==> src/rtl/arith_issue_arbiter_if.sv <==
// Issue-side bundle: two requester ports, the AU input bus and the tagged-result/status outputs.
// The slave modport is the arbiter; the master modport drives the requesters and observes the AU side.
interface arith_issue_arbiter_if #(
  parameter int DATA_W = 16
);
  logic              aValid_i, bValid_i;
  logic              aReady_o, bReady_o;
  logic [6:0]        aOpCode_i, bOpCode_i;
  logic [DATA_W-1:0] aPOp_i, bPOp_i, aSOp_i, bSOp_i;
  logic [4:0]        aWbAddr_i, bWbAddr_i;
  logic              aIsWb_i, bIsWb_i;
  logic              auEnable_o;
  logic [6:0]        auOpCode_o;
  logic [DATA_W-1:0] auPOp_o, auSOp_o;
  logic [4:0]        auWbAddr_o;
  logic              auIsWb_o;
  logic              resOwner_o, resValid_o;
  logic              illegalOp_o, busy_o;

  modport slave (
    input  aValid_i, bValid_i, aOpCode_i, bOpCode_i, aPOp_i, bPOp_i,
           aSOp_i, bSOp_i, aWbAddr_i, bWbAddr_i, aIsWb_i, bIsWb_i,
    output aReady_o, bReady_o, auEnable_o, auOpCode_o, auPOp_o, auSOp_o,
           auWbAddr_o, auIsWb_o, resOwner_o, resValid_o, illegalOp_o, busy_o
  );

  modport master (
    output aValid_i, bValid_i, aOpCode_i, bOpCode_i, aPOp_i, bPOp_i,
           aSOp_i, bSOp_i, aWbAddr_i, bWbAddr_i, aIsWb_i, bIsWb_i,
    input  aReady_o, bReady_o, auEnable_o, auOpCode_o, auPOp_o, auSOp_o,
           auWbAddr_o, auIsWb_o, resOwner_o, resValid_o, illegalOp_o, busy_o
  );
endinterface

==> src/rtl/arith_issue_arbiter.sv <==
// Round-robin arbiter sharing one AU between requesters A and B; issue registered (1 cycle),
// result tag 2 cycles after accept; no grants while a multiply holds the unit in BUSY.
module arith_issue_arbiter #(
  parameter int DATA_W    = 16,
  parameter int MUL_STALL = 1
) (
  input  logic clock_i,
  input  logic reset_i,
  arith_issue_arbiter_if.slave bus
);
  typedef enum logic {IDLE, BUSY} state_t;

  state_t            state_q;
  logic              rr_q, rr_d;
  logic [3:0]        stall_q;
  logic              en_q, iswb_q, ill_q;
  logic [6:0]        op_q;
  logic [DATA_W-1:0] pop_q, sop_q;
  logic [4:0]        wb_q;
  logic              pend_vld_q, pend_own_q, res_vld_q, res_own_q;

  logic              idle, a_rdy, b_rdy, acc, legal, issue;
  logic [6:0]        sel_op;
  logic [DATA_W-1:0] sel_pop, sel_sop;
  logic [4:0]        sel_wb;
  logic              sel_iswb;

  // rr_q=0 favours A on a tie, rr_q=1 favours B.
  assign idle  = (state_q == IDLE);
  assign a_rdy = idle & bus.aValid_i & (~bus.bValid_i | ~rr_q);
  assign b_rdy = idle & bus.bValid_i & (~bus.aValid_i |  rr_q);
  assign acc   = a_rdy | b_rdy;

  always_comb begin
    sel_op   = bus.aOpCode_i;
    sel_pop  = bus.aPOp_i;
    sel_sop  = bus.aSOp_i;
    sel_wb   = bus.aWbAddr_i;
    sel_iswb = bus.aIsWb_i;
    if (b_rdy) begin
      sel_op   = bus.bOpCode_i;
      sel_pop  = bus.bPOp_i;
      sel_sop  = bus.bSOp_i;
      sel_wb   = bus.bWbAddr_i;
      sel_iswb = bus.bIsWb_i;
    end
  end

  assign legal = (sel_op[6:2] == 5'd0);
  assign issue = acc & legal;
  assign rr_d  = acc ? a_rdy : rr_q;

  always_ff @(posedge clock_i) begin
    if (reset_i) begin
      state_q    <= IDLE;
      rr_q       <= 1'b0;
      stall_q    <= 4'd0;
      en_q       <= 1'b0;
      op_q       <= 7'd0;
      pop_q      <= '0;
      sop_q      <= '0;
      wb_q       <= 5'd0;
      iswb_q     <= 1'b0;
      ill_q      <= 1'b0;
      pend_vld_q <= 1'b0;
      pend_own_q <= 1'b0;
      res_vld_q  <= 1'b0;
      res_own_q  <= 1'b0;
    end else begin
      rr_q       <= rr_d;
      en_q       <= issue;
      ill_q      <= acc & ~legal;
      pend_vld_q <= issue & (sel_op != 7'd0) & sel_iswb;
      pend_own_q <= b_rdy;
      res_vld_q  <= pend_vld_q;
      res_own_q  <= pend_own_q;
      if (issue) begin
        op_q   <= sel_op;
        pop_q  <= sel_pop;
        sop_q  <= sel_sop;
        wb_q   <= sel_wb;
        iswb_q <= sel_iswb;
      end
      case (state_q)
        IDLE: if (issue && sel_op == 7'd3 && MUL_STALL > 0) begin
          state_q <= BUSY;
          stall_q <= 4'(MUL_STALL - 1);
        end
        BUSY: begin
          if (stall_q == 4'd0) state_q <= IDLE;
          else                 stall_q <= stall_q - 4'd1;
        end
        default: state_q <= IDLE;
      endcase
    end
  end

  assign bus.aReady_o    = a_rdy;
  assign bus.bReady_o    = b_rdy;
  assign bus.auEnable_o  = en_q;
  assign bus.auOpCode_o  = op_q;
  assign bus.auPOp_o     = pop_q;
  assign bus.auSOp_o     = sop_q;
  assign bus.auWbAddr_o  = wb_q;
  assign bus.auIsWb_o    = iswb_q;
  assign bus.resValid_o  = res_vld_q;
  assign bus.resOwner_o  = res_own_q;
  assign bus.illegalOp_o = ill_q;
  assign bus.busy_o      = (state_q == BUSY);
endmodule

==> src/flat_wrapper.sv <==
// flat-port wrapper written by rule: the top's interface ports become plain ports
module arith_issue_arbiter_flat 
#(
  parameter int DATA_W    = 16,
  parameter int MUL_STALL = 1
)
  (clock_i, reset_i, bus_aValid_i, bus_bValid_i, bus_aOpCode_i, bus_bOpCode_i, bus_aPOp_i, bus_bPOp_i, bus_aSOp_i, bus_bSOp_i, bus_aWbAddr_i, bus_bWbAddr_i, bus_aIsWb_i, bus_bIsWb_i, bus_aReady_o, bus_bReady_o, bus_auEnable_o, bus_auOpCode_o, bus_auPOp_o, bus_auSOp_o, bus_auWbAddr_o, bus_auIsWb_o, bus_resOwner_o, bus_resValid_o, bus_illegalOp_o, bus_busy_o);
  arith_issue_arbiter_if #(.DATA_W(DATA_W)) bus_i ();
  input  logic clock_i;
  input  logic reset_i;
  input wire logic [$bits(bus_i.aValid_i)-1:0] bus_aValid_i;
  input wire logic [$bits(bus_i.bValid_i)-1:0] bus_bValid_i;
  input wire logic [$bits(bus_i.aOpCode_i)-1:0] bus_aOpCode_i;
  input wire logic [$bits(bus_i.bOpCode_i)-1:0] bus_bOpCode_i;
  input wire logic [$bits(bus_i.aPOp_i)-1:0] bus_aPOp_i;
  input wire logic [$bits(bus_i.bPOp_i)-1:0] bus_bPOp_i;
  input wire logic [$bits(bus_i.aSOp_i)-1:0] bus_aSOp_i;
  input wire logic [$bits(bus_i.bSOp_i)-1:0] bus_bSOp_i;
  input wire logic [$bits(bus_i.aWbAddr_i)-1:0] bus_aWbAddr_i;
  input wire logic [$bits(bus_i.bWbAddr_i)-1:0] bus_bWbAddr_i;
  input wire logic [$bits(bus_i.aIsWb_i)-1:0] bus_aIsWb_i;
  input wire logic [$bits(bus_i.bIsWb_i)-1:0] bus_bIsWb_i;
  output wire logic [$bits(bus_i.aReady_o)-1:0] bus_aReady_o;
  output wire logic [$bits(bus_i.bReady_o)-1:0] bus_bReady_o;
  output wire logic [$bits(bus_i.auEnable_o)-1:0] bus_auEnable_o;
  output wire logic [$bits(bus_i.auOpCode_o)-1:0] bus_auOpCode_o;
  output wire logic [$bits(bus_i.auPOp_o)-1:0] bus_auPOp_o;
  output wire logic [$bits(bus_i.auSOp_o)-1:0] bus_auSOp_o;
  output wire logic [$bits(bus_i.auWbAddr_o)-1:0] bus_auWbAddr_o;
  output wire logic [$bits(bus_i.auIsWb_o)-1:0] bus_auIsWb_o;
  output wire logic [$bits(bus_i.resOwner_o)-1:0] bus_resOwner_o;
  output wire logic [$bits(bus_i.resValid_o)-1:0] bus_resValid_o;
  output wire logic [$bits(bus_i.illegalOp_o)-1:0] bus_illegalOp_o;
  output wire logic [$bits(bus_i.busy_o)-1:0] bus_busy_o;
  assign bus_i.aValid_i = bus_aValid_i;
  assign bus_i.bValid_i = bus_bValid_i;
  assign bus_i.aOpCode_i = bus_aOpCode_i;
  assign bus_i.bOpCode_i = bus_bOpCode_i;
  assign bus_i.aPOp_i = bus_aPOp_i;
  assign bus_i.bPOp_i = bus_bPOp_i;
  assign bus_i.aSOp_i = bus_aSOp_i;
  assign bus_i.bSOp_i = bus_bSOp_i;
  assign bus_i.aWbAddr_i = bus_aWbAddr_i;
  assign bus_i.bWbAddr_i = bus_bWbAddr_i;
  assign bus_i.aIsWb_i = bus_aIsWb_i;
  assign bus_i.bIsWb_i = bus_bIsWb_i;
  assign bus_aReady_o = bus_i.aReady_o;
  assign bus_bReady_o = bus_i.bReady_o;
  assign bus_auEnable_o = bus_i.auEnable_o;
  assign bus_auOpCode_o = bus_i.auOpCode_o;
  assign bus_auPOp_o = bus_i.auPOp_o;
  assign bus_auSOp_o = bus_i.auSOp_o;
  assign bus_auWbAddr_o = bus_i.auWbAddr_o;
  assign bus_auIsWb_o = bus_i.auIsWb_o;
  assign bus_resOwner_o = bus_i.resOwner_o;
  assign bus_resValid_o = bus_i.resValid_o;
  assign bus_illegalOp_o = bus_i.illegalOp_o;
  assign bus_busy_o = bus_i.busy_o;
  arith_issue_arbiter #(.DATA_W(DATA_W), .MUL_STALL(MUL_STALL)) u_core (.clock_i(clock_i), .reset_i(reset_i), .bus(bus_i));
endmodule
==> config.mk <==
export PLATFORM = sky130hd
export DESIGN_NAME = arith_issue_arbiter_flat
export DESIGN_NICKNAME = d
export VERILOG_FILES = /design/src/rtl/arith_issue_arbiter_if.sv /design/src/rtl/arith_issue_arbiter.sv /design/src/flat_wrapper.sv
export SDC_FILE = /design/constraint.sdc
export NUM_CORES = 1
export LEC_CHECK = 0
export BUFFER_PORTS_ARGS = -buffer_cell sky130_fd_sc_hd__buf_2
export CELL_PAD_IN_SITES_DETAIL_PLACEMENT = 1
export CELL_PAD_IN_SITES_GLOBAL_PLACEMENT = 1
export CORE_UTILIZATION = 35
export CTS_BUF_LIST = sky130_fd_sc_hd__clkbuf_2 sky130_fd_sc_hd__clkbuf_4 sky130_fd_sc_hd__clkbuf_8
export DETAILED_ROUTE_END_ITERATION = 10
export GPL_ROUTABILITY_DRIVEN = 0
export HOLD_SLACK_MARGIN = 0.1
export PLACE_DENSITY_LB_ADDON = 0.1
export SLEW_MARGIN = 20
export SYNTH_ARGS = -nofsm -noshare
export SYNTH_HDL_FRONTEND = slang
export SYNTH_SLANG_ARGS = --single-unit
==> constraint.sdc <==
create_clock -name clock_i -period 4.7 [get_ports clock_i]
set_input_delay 0.94 -clock clock_i [delete_from_list [all_inputs] [get_ports clock_i]]
set_output_delay 0.94 -clock clock_i [all_outputs]
set_load 0.01 [all_outputs]
Yosys cells after proc, flatten, opt, wreduce, memory -nomap -nowiden
Index checks and enable logic that the tools add are counted.
{"block": "classes", "n_addsub": 1, "eq_ne": 3, "muxes": 11, "bitwise": 16, "reduce_logical": 5}
{"op": "$mux W16", "count": 2}
{"op": "$and A1 B1 Y1", "count": 8}
{"op": "$mux W4", "count": 2}
{"op": "$pmux W4 S2", "count": 1}
{"op": "$eq A7 B2 Y1 const B", "count": 1}
{"op": "$mux W7", "count": 1}
{"op": "$reduce_bool A7 Y1", "count": 1}
{"op": "$logic_not A5 Y1", "count": 1}
{"op": "$mux W5", "count": 1}
{"op": "$not A1 Y1", "count": 5}
{"op": "$logic_not A4 Y1", "count": 1}
{"op": "$ne A2 B2 Y1 const B", "count": 2}
{"op": "$sub A4 B1 Y4 const B", "count": 1}
{"op": "$mux W1", "count": 3}
{"op": "$or A1 B1 Y1", "count": 3}
{"op": "$pmux W1 S2", "count": 1}
{"op": "$reduce_and A2 Y1", "count": 1}
{"op": "$logic_and A1 B1 Y1", "count": 1}
{"block": "totals", "register_bits": 57, "input_bits": 94, "out_inout_bits": 52, "wordCells": 50}

Logic depth before layout (Yosys ltp)
Gate-level depths: netlist (run 1).
{"block": "depth", "ltp_word": 9, "mapped_depth": 7, "mapped_depth_nobuf": 6}

Worst setup path after synthesis (run 1)
No wires, ideal clock.
{"block": "synth_path", "kind": "input -> output", "start": "input bus_bValid_i", "end": "output bus_aReady_o", "arrival_time_ps": 1836, "required_time_ps": 3760, "path_slack_ps": 1924, "path_stages": 5, "path_buffers": 1, "path_cell_list": "nor2b_1 > nand2_1 > inv_2 > clkbuf_1 > nor2_1"}
{"block": "synth_via", "elab_chain_len": 3}
{"item": "from (decl)", "line": "flat_wrapper.sv:12", "source": "input wire logic [$bits(bus_i.bValid_i)-1:0] bus_bValid_i;"}
{"item": "$not A1 Y1", "line": "arith_issue_arbiter.sv:30", "source": "assign a_rdy = idle & bus.aValid_i & (~bus.bValid_i | ~rr_q);"}
{"item": "$or A1 B1 Y1", "line": "arith_issue_arbiter.sv:30"}
{"item": "$and A1 B1 Y1", "line": "arith_issue_arbiter.sv:30"}
{"item": "to (decl)", "line": "flat_wrapper.sv:23", "source": "output wire logic [$bits(bus_i.aReady_o)-1:0] bus_aReady_o;"}
Every way passes these cells.

Worst setup path in the final report (run 1)
Ends and elaborated chain as after synthesis.

==> run summary, run 1 <==
Power Density - 314 mW/mm2
nets - 527
CTS tree - done
fraction of the mapped netlist area in adder cells - 0.468%
Core Rows - 31
ys async rst share - 0%
Hold Path Class - register to register
Post-Syn Area - 0.00267 mm2
setup_tns - 0 ps
Die Y - 89.4 um
clock-pin slew on the worst setup and hold paths - 70 ps
DRT Pass-1 Iters - 4
RSZ-0062 raised after global routing - false
Setup crit start kind - input port
post-synthesis cell type count - 33
Synth Area in Simple Gates - 24.0%
sequential power share - 43.1%
dpl ws - 1360 ps
die width - 89.4 um
FF-to-FF setup slack - 2200 ps
clock root buffer - clkbuf_8
post-layout min period - 3020 ps
share of cells above drive strength 1 - 48.1%
full die area - 0.00799 mm2
commonest non-fill, non-tap cell in the layout - buf_2
area delta synth->final - 37.3%
synthesis warning total - 0
Pint - 0.000863 W
synthesized instance count - 292
Synth Area per Inst - 9.16 um2
status - finished, final reports clean
worst-path fanout max - 41
worst slew pin tran - 860 ps
largest family of logic cells by synthesized area - compound AO/OA/AOI/OAI gates
fin. max-slew vios - 0
Fin. Hold Viols - 0
largest cells by area after synthesis - dfxtp_1 (43%), a311oi_2 (21%), nand2_1 (11%), nor2_1 (6.5%), clkbuf_1 (1.8%)
pin count of the biggest net entering global routing - 42
share of total power in combinational logic - 12.6%
drt drc - 0
hold_buf cts - 0
syn nets - 387
final setup fails - 0
first-pass GRT wire length - 11.5 mm
most frequent cells in the layout - buf_2 (145), nand2_1 (78), dfxtp_1 (57)
worst rel slew slack - 42.6%
CTS Buffer Depth - 2
detailed placer's ending HPWL - 5.47 mm
portion of netlist area occupied by mux cells - 1.50%
vias per cell - 4.92
IR Drop Worst-Case VDD - 0.000164 V
fin area - 0.00367 mm2
Antenna Diode Count - 0
clk_skew - 6.35 ps
IO Count - 146
crit end category - output port
Num CTS Buffers - 9
cell taking the most area after synthesis - dfxtp_1
CORE AREA - 0.00733 mm2
Placed Area - 0.00344 mm2
starting density of the core - 36.5%
GRT overflow - 0
Total Routed Length - 7.51 mm
Yosys reg bits - 57
initial antenna violation count - 0
drt initial violations - 47
postcts setup bufs - 0
Wirelength per Cell - 14.0 um
Clock Power Share - 44.3%
number of synthesized flops with an enable pin - 0
Final WS setup - 1680 ps
post-CTS resize count - 0
Fmax - 331 MHz
clk_lat worst skew - 340 ps
worst hold margin - 441 ps
sw power - 0.000291 W
period utilization - 64.3%
total power - 0.00115 W
Overall Global Routing Usage - 19.1%
Port Buf Inserts - 145
kind of critical path - input port to output port
Post-DRT Antenna Nets - 0
CTS sink cnt - 57
leak pwr - 1.64 nW
total number of vias - 2636
H-tree Lvls - 3
Synth Area in XOR/XNOR - 0%
max-cap violation count - 0
top-area cell type share of the netlist area - 42.7%
crit path DAT - 2080 ps
Post-synth top flop - dfxtp_1
sw frac - 25.2%
Worst EP required - 3760 ps
vias in the first global route - 2540
Seq/Total Area, Yosys - 42.7%
Synth Area in Compound Gates - 26.2%
-- flip-flops by register name, summed over array words and instances (netlist names) --
signal,count
u_core.bus.auIsWb_o,1
u_core.pend_own_q,1
u_core.bus.resValid_o,1
u_core.pend_vld_q,1
u_core.bus.resOwner_o,1
u_core.bus.auOpCode_o,7
u_core.bus.auSOp_o,16
u_core.bus.illegalOp_o,1
u_core.bus.busy_o,1
u_core.stall_q,4
u_core.rr_q,1
u_core.bus.auWbAddr_o,5
u_core.bus.auPOp_o,16
u_core.bus.auEnable_o,1
-- metrics by stage --
stage | cells | utilization [%]
floorplan | 292 | -
global placement | 519 | 46.9
detailed placement | 519 | 46.9
CTS | 535 | 49.9
global route | 536 | 50.1
finish | 536 | 50.1
-- final timing paths --
path / from / to / cells after the start
max: bus_bValid_i / bus_aReady_o / 7
min: u_core.pend_own_q / u_core.bus.resOwner_o / 1
max reg2reg: u_core.bus.busy_o / u_core.bus.auPOp_o[13] / 7
min reg2reg: u_core.pend_own_q / u_core.bus.resOwner_o / 1
-- power by group through the flow --
stage	clock, W	combinational [W]	sequential (W)
5_1_grt	0.000549	0.000163	0.000499
4_1_cts	0.000523	0.000148	0.000498
3_5_place_dp	0	0.000147	0.000509
3_3_place_gp	0	0.000144	0.000509
6_report	0.000511	0.000145	0.000498
2_1_floorplan	0	0.0000780	0.000513
-- area by class of cell --
class                      count  area (um2)
fill                         936        3660
multi-input combinational    209        1400
sequential                    57        1140
timing repair buffer         151         778
clock buffer                  11         139
tap                           99         124
clock inverter                 5        80.1
inverter                       4        15.0
-- cell families (layout without fill, tap and decap cells) --
| logic type | count (synthesis) | count (layout) |
|---|---|---|
| AOI/OAI and AO/OA | 55 | 55 |
| muxes | 4 | 4 |
| buffers and inverters | 26 | 171 |
| DFF | 57 | 57 |
| and+or+nand+nor | 149 | 149 |
| adders and majority gates | 1 | 1 |
-- layer usage --
metal	vias to the layer above	share of wire [%]	GRT usage [%]	wire length, um
met5	-	0	0	0
met4	0	1.5	7.36	109
met3	9	7.2	6.19	541
met2	92	48	33.0	3620
met1	1226	43	21.9	3240
li1	1309	-	-	-
-- synthesized netlist by cell type, types with 2 or more instances --
cell type / n
nor2b_1: 4
a31oi_1: 2
a21oi_1: 2
and2_1: 5
mux2i_1: 4
nand2_1: 79
or3_1: 4
nor3_1: 2
o311ai_1: 2
or4_1: 2
o21ai_0: 3
a311oi_2: 37
nor2_1: 46
dfxtp_1: 57
buf_6: 4
nand3b_1: 2
nand2b_1: 2
buf_4: 3
a211oi_1: 4
clkbuf_1: 13
inv_1: 3
-- critical path, cell delays in order --
cell and delay (ps):
buf_2 110, nor2b_1 210, nand2_2 90, inv_2 80, buf_4 380, nor2_1 100, buf_2 170
Power figures use the tool's default switching activity.
==> run 2, diff against run 1 <==
--- a/config.mk
+++ b/config.mk
@@ -5,10 +5,11 @@
 export SDC_FILE = /design/constraint.sdc
 export NUM_CORES = 1
 export LEC_CHECK = 0
+export ABC_AREA = 1
 export BUFFER_PORTS_ARGS = -buffer_cell sky130_fd_sc_hd__buf_2
 export CELL_PAD_IN_SITES_DETAIL_PLACEMENT = 1
 export CELL_PAD_IN_SITES_GLOBAL_PLACEMENT = 1
-export CORE_UTILIZATION = 35
+export CORE_UTILIZATION = 32
 export CTS_BUF_LIST = sky130_fd_sc_hd__clkbuf_2 sky130_fd_sc_hd__clkbuf_4 sky130_fd_sc_hd__clkbuf_8
 export DETAILED_ROUTE_END_ITERATION = 10
 export GPL_ROUTABILITY_DRIVEN = 0
==> constraint.sdc (replaced) <==
create_clock -name clock_i -period 3.1 [get_ports clock_i]
set_input_delay 0.62 -clock clock_i [delete_from_list [all_inputs] [get_ports clock_i]]
set_output_delay 0.62 -clock clock_i [all_outputs]
set_load 0.01 [all_outputs]
==> run summary, run 2 <==
status - finished, final reports clean
drt drc - 0
worst r2r path cells - 9
Fin. Hold Viols - 0
clk_lat worst skew - 320 ps
fin. max-slew vios - 0
share of cells above drive strength 1 - 41.3%
CORE AREA - 0.00789 mm2
most frequent cells in the layout - buf_2 (145), nand2_1 (104), dfxtp_1 (57)
GRT overflow - 0
Post-synth top flop - dfxtp_1
full die area - 0.00872 mm2
largest family of logic cells by synthesized area - simple AND/OR/NAND/NOR gates
worst hold path endpoint - u_core.bus.resOwner_o
sw frac - 23.9%
Power Density - 472 mW/mm2
IR Drop Worst-Case VDD - 0.000208 V
worst rel slew slack - 60.9%
commonest non-fill, non-tap cell in the layout - buf_2
pin count of the biggest net entering global routing - 41
kind of critical path - input port to output port
first-pass GRT wire length - 13.3 mm
Clock Power Share - 45.5%
number of synthesized flops with an enable pin - 0
Overall Global Routing Usage - 19.4%
Seq/Total Area, Yosys - 42.7%
vias in the first global route - 2897
RSZ-0062 raised after global routing - false
starting density of the core - 33.9%
Antenna Diode Count - 0
Setup crit start kind - input port
IO Count - 146
nets - 565
Fmax - 398 MHz
Worst EP required - 2480 ps
Num CTS Buffers - 9
H-tree Lvls - 3
clock root buffer - clkbuf_8
DRT Pass-1 Iters - 4
total number of vias - 2744
portion of netlist area occupied by mux cells - 0%
detailed placer's ending HPWL - 5.84 mm
final setup fails - 0
Die Y - 93.4 um
synthesized instance count - 332
syn nets - 427
worst-path fanout max - 40
post-layout min period - 2510 ps
area delta synth->final - 37.6%
setup_tns - 0 ps
Synth Area in XOR/XNOR - 0.328%
vias per cell - 4.76
Total Routed Length - 8.01 mm
Crit Reg-Reg Startpoint - u_core.bus.busy_o
Pint - 0.00132 W
fraction of the mapped netlist area in adder cells - 0.468%
Synth Area in Simple Gates - 32.0%
leak pwr - 2.12 nW
count leader, synth - nand2_1
initial antenna violation count - 0
hold_buf cts - 0
FF-to-FF setup slack - 820 ps
max-cap violation count - 0
die width - 93.4 um
crit path DAT - 1890 ps
CTS Buffer Depth - 2
Core Rows - 32
ys async rst share - 0%
share of total power in combinational logic - 11.2%
Synth top cells by count - nand2_1 (104), dfxtp_1 (57), o211a_1 (37), nand3_1 (23), nor2_1 (23)
CTS sink cnt - 57
CTS tree - done
cell taking the most area after synthesis - dfxtp_1
postcts setup bufs - 0
final core occ - 46.6%
Yosys reg bits - 57
top-area cell type share of the netlist area - 42.7%
period utilization - 81.1%
clock-pin slew on the worst setup and hold paths - 60 ps
Port Buf Inserts - 145
crit end category - output port
min-delay src - u_core.pend_own_q
worst slew pin tran - 582 ps
sw power - 0.000415 W
Post-DRT Antenna Nets - 0
Wirelength per Cell - 13.9 um
post-CTS resize count - 0
WHS Path Cells - 2
Synth Area per Inst - 8.05 um2
largest cells by area after synthesis - dfxtp_1 (43%), nand2_1 (15%), o211a_1 (14%), nand3_2 (7.5%), nand3_1 (4.3%)
worst r2r dst - u_core.bus.auWbAddr_o[3]
Hold Path Class - register to register
synthesis warning total - 0
post-synthesis cell type count - 23
sequential power share - 43.3%
drt initial violations - 51
Post-Syn Area - 0.00267 mm2
clk_skew - 10.9 ps
Synth Area in Compound Gates - 16.5%
-- run 2: worst max-delay path by stage --
stage	startpoint	end	slack (ps)	cells after the start
final	bus_bValid_i	bus_bReady_o	590	7
after floorplan	bus_bValid_i	bus_bReady_o	1220	5
after detailed placement	bus_bValid_i	u_core.bus.auWbAddr_o[0]	490	11
after global placement	bus_bValid_i	u_core.stall_q[3]	520	11
after global routing	u_core.bus.busy_o	bus_bReady_o	440	5
after CTS	u_core.bus.busy_o	bus_bReady_o	550	5
-- run 2: stage by stage --
step	hold WS (ps)	std cells	cell area [um2]	setup WS [ps]	power, W
3_3_place_gp	391	561	3450	522	0.000963
3_5_place_dp	406	561	3450	492	0.000967
4_1_cts	406	577	3680	553	0.00177
6_report	406	577	3680	585	0.00174
2_1_floorplan	388	332	2670	1220	0.000871
5_1_grt	435	577	3680	442	0.00182
-- run 2: power groups by stage --
stage	Combinational (W)	Clock, W	Sequential [W]
after floorplan	0.0000975	0	0.000773
after global placement	0.000195	0	0.000768
after detailed placement	0.000198	0	0.000768
after CTS	0.000199	0.000819	0.000752
after global routing	0.000220	0.000848	0.000753
final	0.000195	0.000790	0.000752
-- run 2: final cells by class --
| class | instances | area [um2] |
|---|---|---|
| Fill cell | 1021 | 4210 |
| Multi-Input combinational cell | 232 | 1320 |
| Sequential cell | 57 | 1140 |
| Timing Repair Buffer | 150 | 788 |
| Clock buffer | 11 | 151 |
| Tap cell | 102 | 128 |
| Clock inverter | 5 | 77.6 |
| Inverter | 20 | 75.1 |
-- run 2: routing by layer --
metal / up-vias / part of all wire, % / track usage (%)
met5: - / 0 / 0
met4: 0 / 1.1 / 6.54
met3: 7 / 7.2 / 6.34
met2: 82 / 48 / 34.0
met1: 1281 / 43 / 22.2
li1: 1374 / - / -
-- run 2: kinds of logic after synthesis --
| logic type | Yosys count |
|---|---|
| buffers and inverters | 43 |
| DFF | 57 |
| AOI/OAI and AO/OA | 51 |
| adders and majority gates | 1 |
| xor gates and xnor gates | 1 |
| and+or+nand+nor | 179 |
-- run 2: critical path, cell delays in order --
cell     delay (ps)
buf_2            70
inv_1            40
nor2_2          120
nand2_2         290
inv_2           130
buf_4           390
buf_2           220
